$ cat config.mk
export PLATFORM = sky130hd
export DESIGN_NAME = ex_wb_reg
export DESIGN_NICKNAME = d
export VERILOG_FILES = /design/src/rtl/ex_wb_reg_pkg.sv /design/src/rtl/wb_retire_cnt.sv /design/src/rtl/ex_wb_reg.sv
export SDC_FILE = /design/constraint.sdc
export NUM_CORES = 1
export LEC_CHECK = 0
export CAP_MARGIN = 20
export CORE_AREA = 2 2 174 176
export DETAILED_ROUTE_END_ITERATION = 10
export DIE_AREA = 0 0 176 178
export MAX_ROUTING_LAYER = met4
export PLACE_DENSITY = 0.7
export SYNTH_ARGS = -nofsm -noshare
export SYNTH_HDL_FRONTEND = slang
export SYNTH_SLANG_ARGS = --single-unit
export TNS_END_PERCENT = 1
$ cat constraint.sdc
create_clock -name clk -period 1.6 [get_ports clk]
set_clock_uncertainty 0.1 [all_clocks]
set_input_delay 0.24 -clock clk [delete_from_list [all_inputs] [get_ports clk]]
set_output_delay 0.24 -clock clk [all_outputs]
set_load 0.005 [all_outputs]
$ cat src/rtl/ex_wb_reg_pkg.sv
// Shared processor definitions: datapath widths and writeback-source select encodings.
// Imported by the EX/WB stage register and the control unit.
package ex_wb_reg_pkg;

  localparam int DATA_W     = 32;
  localparam int REG_ADDR_W = 6;
  localparam int SEL_W      = 3;

  typedef enum logic [SEL_W-1:0] {
    SEL_ALU = 3'd0,
    SEL_MEM = 3'd1,
    SEL_PC  = 3'd2,
    SEL_IMM = 3'd3,
    SEL_REGB = 3'd4,
    SEL_AUX = 3'd5
  } wb_sel_e;

  function automatic logic sel_legal(input logic [SEL_W-1:0] sel);
    return (sel <= SEL_AUX);
  endfunction

endpackage

$ cat src/rtl/wb_retire_cnt.sv
// 32-bit wrapping retire counter; advances one per enabled edge, 1-cycle update latency.
// No backpressure of its own: the caller gates i_en with stall.
module wb_retire_cnt (
  input  logic        clk,
  input  logic        rst_n,
  input  logic        i_en,
  output logic [31:0] o_cnt
);

  logic [31:0] r_cnt;

  always_ff @(posedge clk) begin
    if (!rst_n) begin
      r_cnt <= 32'd0;
    end else if (i_en) begin
      r_cnt <= r_cnt + 32'd1;
    end
  end

  assign o_cnt = r_cnt;

endmodule

$ cat src/rtl/ex_wb_reg.sv
// EX/WB pipeline register: six writeback candidates plus control, latency 1 cycle.
// stall holds everything; flush bubbles control (wins over stall); reset overrides both.
module ex_wb_reg
  import ex_wb_reg_pkg::*;
#(
  parameter int WIDTH = DATA_W,
  parameter int RA_W  = REG_ADDR_W
) (
  input  logic             clk,
  input  logic             rst_n,
  input  logic             stall,
  input  logic             flush,
  input  logic             in_valid,
  input  logic [WIDTH-1:0] alu_res,
  input  logic [WIDTH-1:0] mem_data,
  input  logic [WIDTH-1:0] pc_next,
  input  logic [WIDTH-1:0] imm,
  input  logic [WIDTH-1:0] reg_b,
  input  logic [WIDTH-1:0] aux,
  input  logic [2:0]       wb_sel_in,
  input  logic             reg_write_in,
  input  logic [RA_W-1:0]  rd_in,
  output logic [WIDTH-1:0] d1_q,
  output logic [WIDTH-1:0] d2_q,
  output logic [WIDTH-1:0] d3_q,
  output logic [WIDTH-1:0] d4_q,
  output logic [WIDTH-1:0] d5_q,
  output logic [WIDTH-1:0] d6_q,
  output logic [2:0]       wb_sel_q,
  output logic             reg_write_q,
  output logic [RA_W-1:0]  rd_q,
  output logic             valid_q,
  output logic             sel_err,
  output logic [31:0]      retired
);

  logic [WIDTH-1:0] r_d1, r_d2, r_d3, r_d4, r_d5, r_d6;
  logic [2:0]       r_sel;
  logic             r_rw;
  logic [RA_W-1:0]  r_rd;
  logic             r_valid;
  logic             r_sel_err;
  logic             w_sel_ok;
  logic             w_cnt_en;

  assign w_sel_ok = sel_legal(wb_sel_in);

  always_ff @(posedge clk) begin
    if (!rst_n) begin
      r_d1      <= '0;
      r_d2      <= '0;
      r_d3      <= '0;
      r_d4      <= '0;
      r_d5      <= '0;
      r_d6      <= '0;
      r_sel     <= SEL_ALU;
      r_rw      <= 1'b0;
      r_rd      <= '0;
      r_valid   <= 1'b0;
      r_sel_err <= 1'b0;
    end else if (flush) begin
      // Candidates are left as-is; only the control that could commit is cleared.
      r_sel   <= SEL_ALU;
      r_rw    <= 1'b0;
      r_rd    <= '0;
      r_valid <= 1'b0;
    end else if (!stall) begin
      r_d1    <= alu_res;
      r_d2    <= mem_data;
      r_d3    <= pc_next;
      r_d4    <= imm;
      r_d5    <= reg_b;
      r_d6    <= aux;
      r_sel   <= w_sel_ok ? wb_sel_in : SEL_ALU;
      r_rw    <= reg_write_in & in_valid & w_sel_ok;
      r_rd    <= rd_in;
      r_valid <= in_valid;
      if (in_valid && !w_sel_ok) begin
        r_sel_err <= 1'b1;
      end
    end
  end

  // An instruction leaves the stage whenever the stage advances while holding it.
  assign w_cnt_en = r_valid & ~stall;

  wb_retire_cnt u_cnt (
    .clk   (clk),
    .rst_n (rst_n),
    .i_en  (w_cnt_en),
    .o_cnt (retired)
  );

  assign d1_q        = r_d1;
  assign d2_q        = r_d2;
  assign d3_q        = r_d3;
  assign d4_q        = r_d4;
  assign d5_q        = r_d5;
  assign d6_q        = r_d6;
  assign wb_sel_q    = r_sel;
  assign reg_write_q = r_rw;
  assign rd_q        = r_rd;
  assign valid_q     = r_valid;
  assign sel_err     = r_sel_err;

endmodule

==> impl_metrics.json <==
{
  "grt_max_degree": 109,
  "synth_compound_area_share_pct": 16.54,
  "overflow": 0,
  "synthAdderAreaFrac_pct": 0.1386,
  "syn_inst": 1054,
  "violations": "setup timing",
  "crit_type": "reg -> reg",
  "max_slew_margin_pct": 71.91,
  "synthesis.nets": 1262,
  "timing.rr.start": "u_cnt.o_cnt[20]$_SDFFE_PN0P_",
  "dp_hpwl_um": 21520,
  "drtAntennaViolNets": 0,
  "grt_pass1_wl_um": 45090,
  "vias": 8827,
  "critical_path_arrival_ns": 2.10,
  "crit_path_start": "u_cnt.o_cnt[20]$_SDFFE_PN0P_",
  "final.setup.tns_ns": -2.155,
  "final_nets": 1755,
  "period_share_pct": 112.1,
  "r2r_cells": 5,
  "die-area_um2": 31330,
  "global_route.usage.met1_pct": 20.14,
  "drv_slew": 0,
  "final.min_clock_period_ns": 1.793,
  "power_density_nw_per_um2": 917.8,
  "fin_hold_ws_ns": 0.1523,
  "grt_pass1_vias": 8716,
  "drt-wirelength-per-cell_um": 14.83,
  "critPathCaptureType": "flip-flop",
  "min_path_type": "in -> reg",
  "met3_usage_pct": 5.584,
  "cp.required_ns": 1.91,
  "wl_um": 29040,
  "pre_cts_slack_ns": -0.4620,
  "power_leakage_nw": 6.790,
  "tightest_slew_ns": 0.4213,
  "cp-start-kind": "flip-flop",
  "firstDrtPassIters": 4,
  "ios": 443,
  "setup_viol": 18,
  "synth_cell_type_count": 37,
  "setup_ws_ns": -0.1930,
  "r2r_slack_ns": -0.19,
  "synthDominantCellAreaShare_pct": 52.34,
  "r2r-end": "u_cnt.o_cnt[25]$_SDFFE_PN0P_",
  "synth.largest_area_cell": "dfxtp_1",
  "drtIter0Drc": 396,
  "ir_drop_uv": 732.0,
  "gr-usage-met2_pct": 31.56,
  "cts-root-buf": "clkbuf_16",
  "synth.top_cells.by_area": "dfxtp_1 (52%), nand2_1 (17%), a21boi_0 (16%), clkbuf_1 (2.1%), and2_1 (1.7%)",
  "hold_viol_final": 0,
  "yosysSeqAreaShare_pct": 52.34,
  "drc_errors": 0,
  "initial_utilization_pct": 30.70,
  "syn_to_final_growth_pct": 70.04,
  "cap_violations": 0,
  "synthSimpleGateAreaFrac_pct": 24.20,
  "clock-sinks": 236,
  "die_w_um": 176,
  "synth_top_family_by_area": "simple AND/OR/NAND/NOR gates",
  "ys.flop_type": "dfxtp_1",
  "synth_edf_count": 0,
  "place_area_um2": 14520,
  "viasPerCell": 4.508,
  "status": "finished, violations left",
  "h-tree-depth": 1,
  "cts_tree": "yes",
  "synth_area_um2": 9026,
  "placement.io_buffers": 442,
  "avgSynthCellArea_um2": 8.564,
  "rsz0062_at_grt": "yes",
  "track_usage_pct": 18.31,
  "numCtsBuffers": 28,
  "fp-row-count": 63,
  "drive_gt1_share_pct": 13.58,
  "fin_area_um2": 15350,
  "power_mw": 14.09,
  "synth-seq-cells": 236,
  "clkSlewWorstSetupHoldPaths_ns": 0.06,
  "yosys_warnings": 0,
  "place_congestion": 0.8071,
  "synth_xor_area_share_pct": 2.426,
  "max-clock-path-buffers": 3,
  "fp.dieH_um": 178,
  "crit_path_end": "u_cnt.o_cnt[25]$_SDFFE_PN0P_",
  "critPathMaxFanout": 3,
  "synthMuxAreaShare_pct": 1.109,
  "antenna_found_initial": 0,
  "clkLatencyLatePin_ns": 0.54,
  "synth-async-reset-ratio_pct": 0,
  "gr-max-usage-layer": "met2",
  "max_freq_mhz": 557.7,
  "antenna_cells": 0,
  "coreArea_um2": 29400
}
==> power breakdown <==
part | internal, mW | switching, mW
combinational | 0.957 | 0.613
clock | 3.79 | 2.52
sequential | 6.10 | 0.106
==> worst min-delay path by stage <==
stage,startpoint,to,slack [ns],depth (start not counted)
2_1_floorplan,rd_in[0],rd_q[0]$_SDFFE_PP0N_,0.28,2
6_report,alu_res[23],d1_q[23]$_SDFFE_PN0P_,0.15,3
4_1_cts,imm[30],d4_q[30]$_SDFFE_PN0P_,0.13,3
5_1_grt,aux[7],d6_q[7]$_SDFFE_PN0P_,0.13,3
3_3_place_gp,d1_q[19]$_SDFFE_PN0P_,d1_q[19]$_SDFFE_PN0P_,0.35,2
3_5_place_dp,d2_q[24]$_SDFFE_PN0P_,d2_q[24]$_SDFFE_PN0P_,0.36,2
==> sequential cells by signal, indices dropped and copies added (netlist names) <==
register     cells
d5_q            32
u_cnt.o_cnt     32
reg_write_q      1
valid_q          1
d6_q            32
d3_q            32
d2_q            32
d4_q            32
rd_q             6
sel_err          1
wb_sel_q         3
d1_q            32
==> what timing repair did <==
action	CTS	global route
endpoints found under the hold margin	11	0
pin swaps	7	9
hold buffers	1	0
setup buffers	1	0
endpoints found under the setup margin	259	37
gates resized for setup	322	26
==> cells in the mapped netlist, drive strengths merged (2+ instances only) <==
cell,number
a21oi,4
a21boi,192
nand3b,4
nand4,12
nand2b,4
nor2,17
and4,4
or4,2
mux2i,10
nor4,9
and3,2
and2,25
xnor2,17
buf,21
nor3,4
nand2,403
dfxtp,236
xor2,8
clkbuf,50
o21ai,3
nor2b,6
inv,2
nand3,11
==> critical path: stages (launching register included) <==
cell and delay [ns]:
dfxtp_2 0.34, buf_4 0.11, nand4_1 0.11, or4_4 0.59, nor4_2 0.29, o21ai_0 0.14
==> cell families after synthesis <==
group	count (synthesis)
simple gates	508
flops	236
compound gates	201
buf+inv	73
xor+xnor	25
mux	10
fa+ha+maj	1
==> per-layer routing <==
layer,vias up,part of all wire [%]
met5,-,0
met2,351,48
li1,4416,-
met4,0,3.5
met3,63,9.1
met1,3997,39
==> stage by stage <==
step	std cells	util (%)
6_report	1958	52.20
5_1_grt	1958	52.20
4_1_cts	1958	52.06
3_5_place_dp	1905	49.40
3_3_place_gp	1905	49.40
2_1_floorplan	1054	-
==> layout make-up <==
| class | instances | area [um^2] |
|---|---|---|
| fill | 2763 | 14050 |
| timing repair buffer | 534 | 4995 |
| sequential | 236 | 4778 |
| multi-input combinational | 745 | 4150 |
| clock buffer | 40 | 837.1 |
| tap | 390 | 488.0 |
| clock inverter | 11 | 92.59 |
| inverter | 2 | 7.507 |
==> layout by cell type (no fill, tap or decap), types with 7 or more instances in the layout <==
cell / instances
buf_4: 76
nor2_1: 16
buf_12: 14
dlygate4sd2_1: 209
clkdlybuf4s50_1: 205
clkbuf_16: 29
nand4_1: 11
dfxtp_1: 205
xor2_1: 8
buf_2: 7
clkdlybuf4s15_1: 10
a21boi_0: 192
clkbuf_8: 7
mux2i_1: 10
dfxtp_2: 25
and2_1: 24
nand2_1: 402
xnor2_1: 17
nand3_1: 9
No activity file was read; power rests on OpenSTA's default activity.
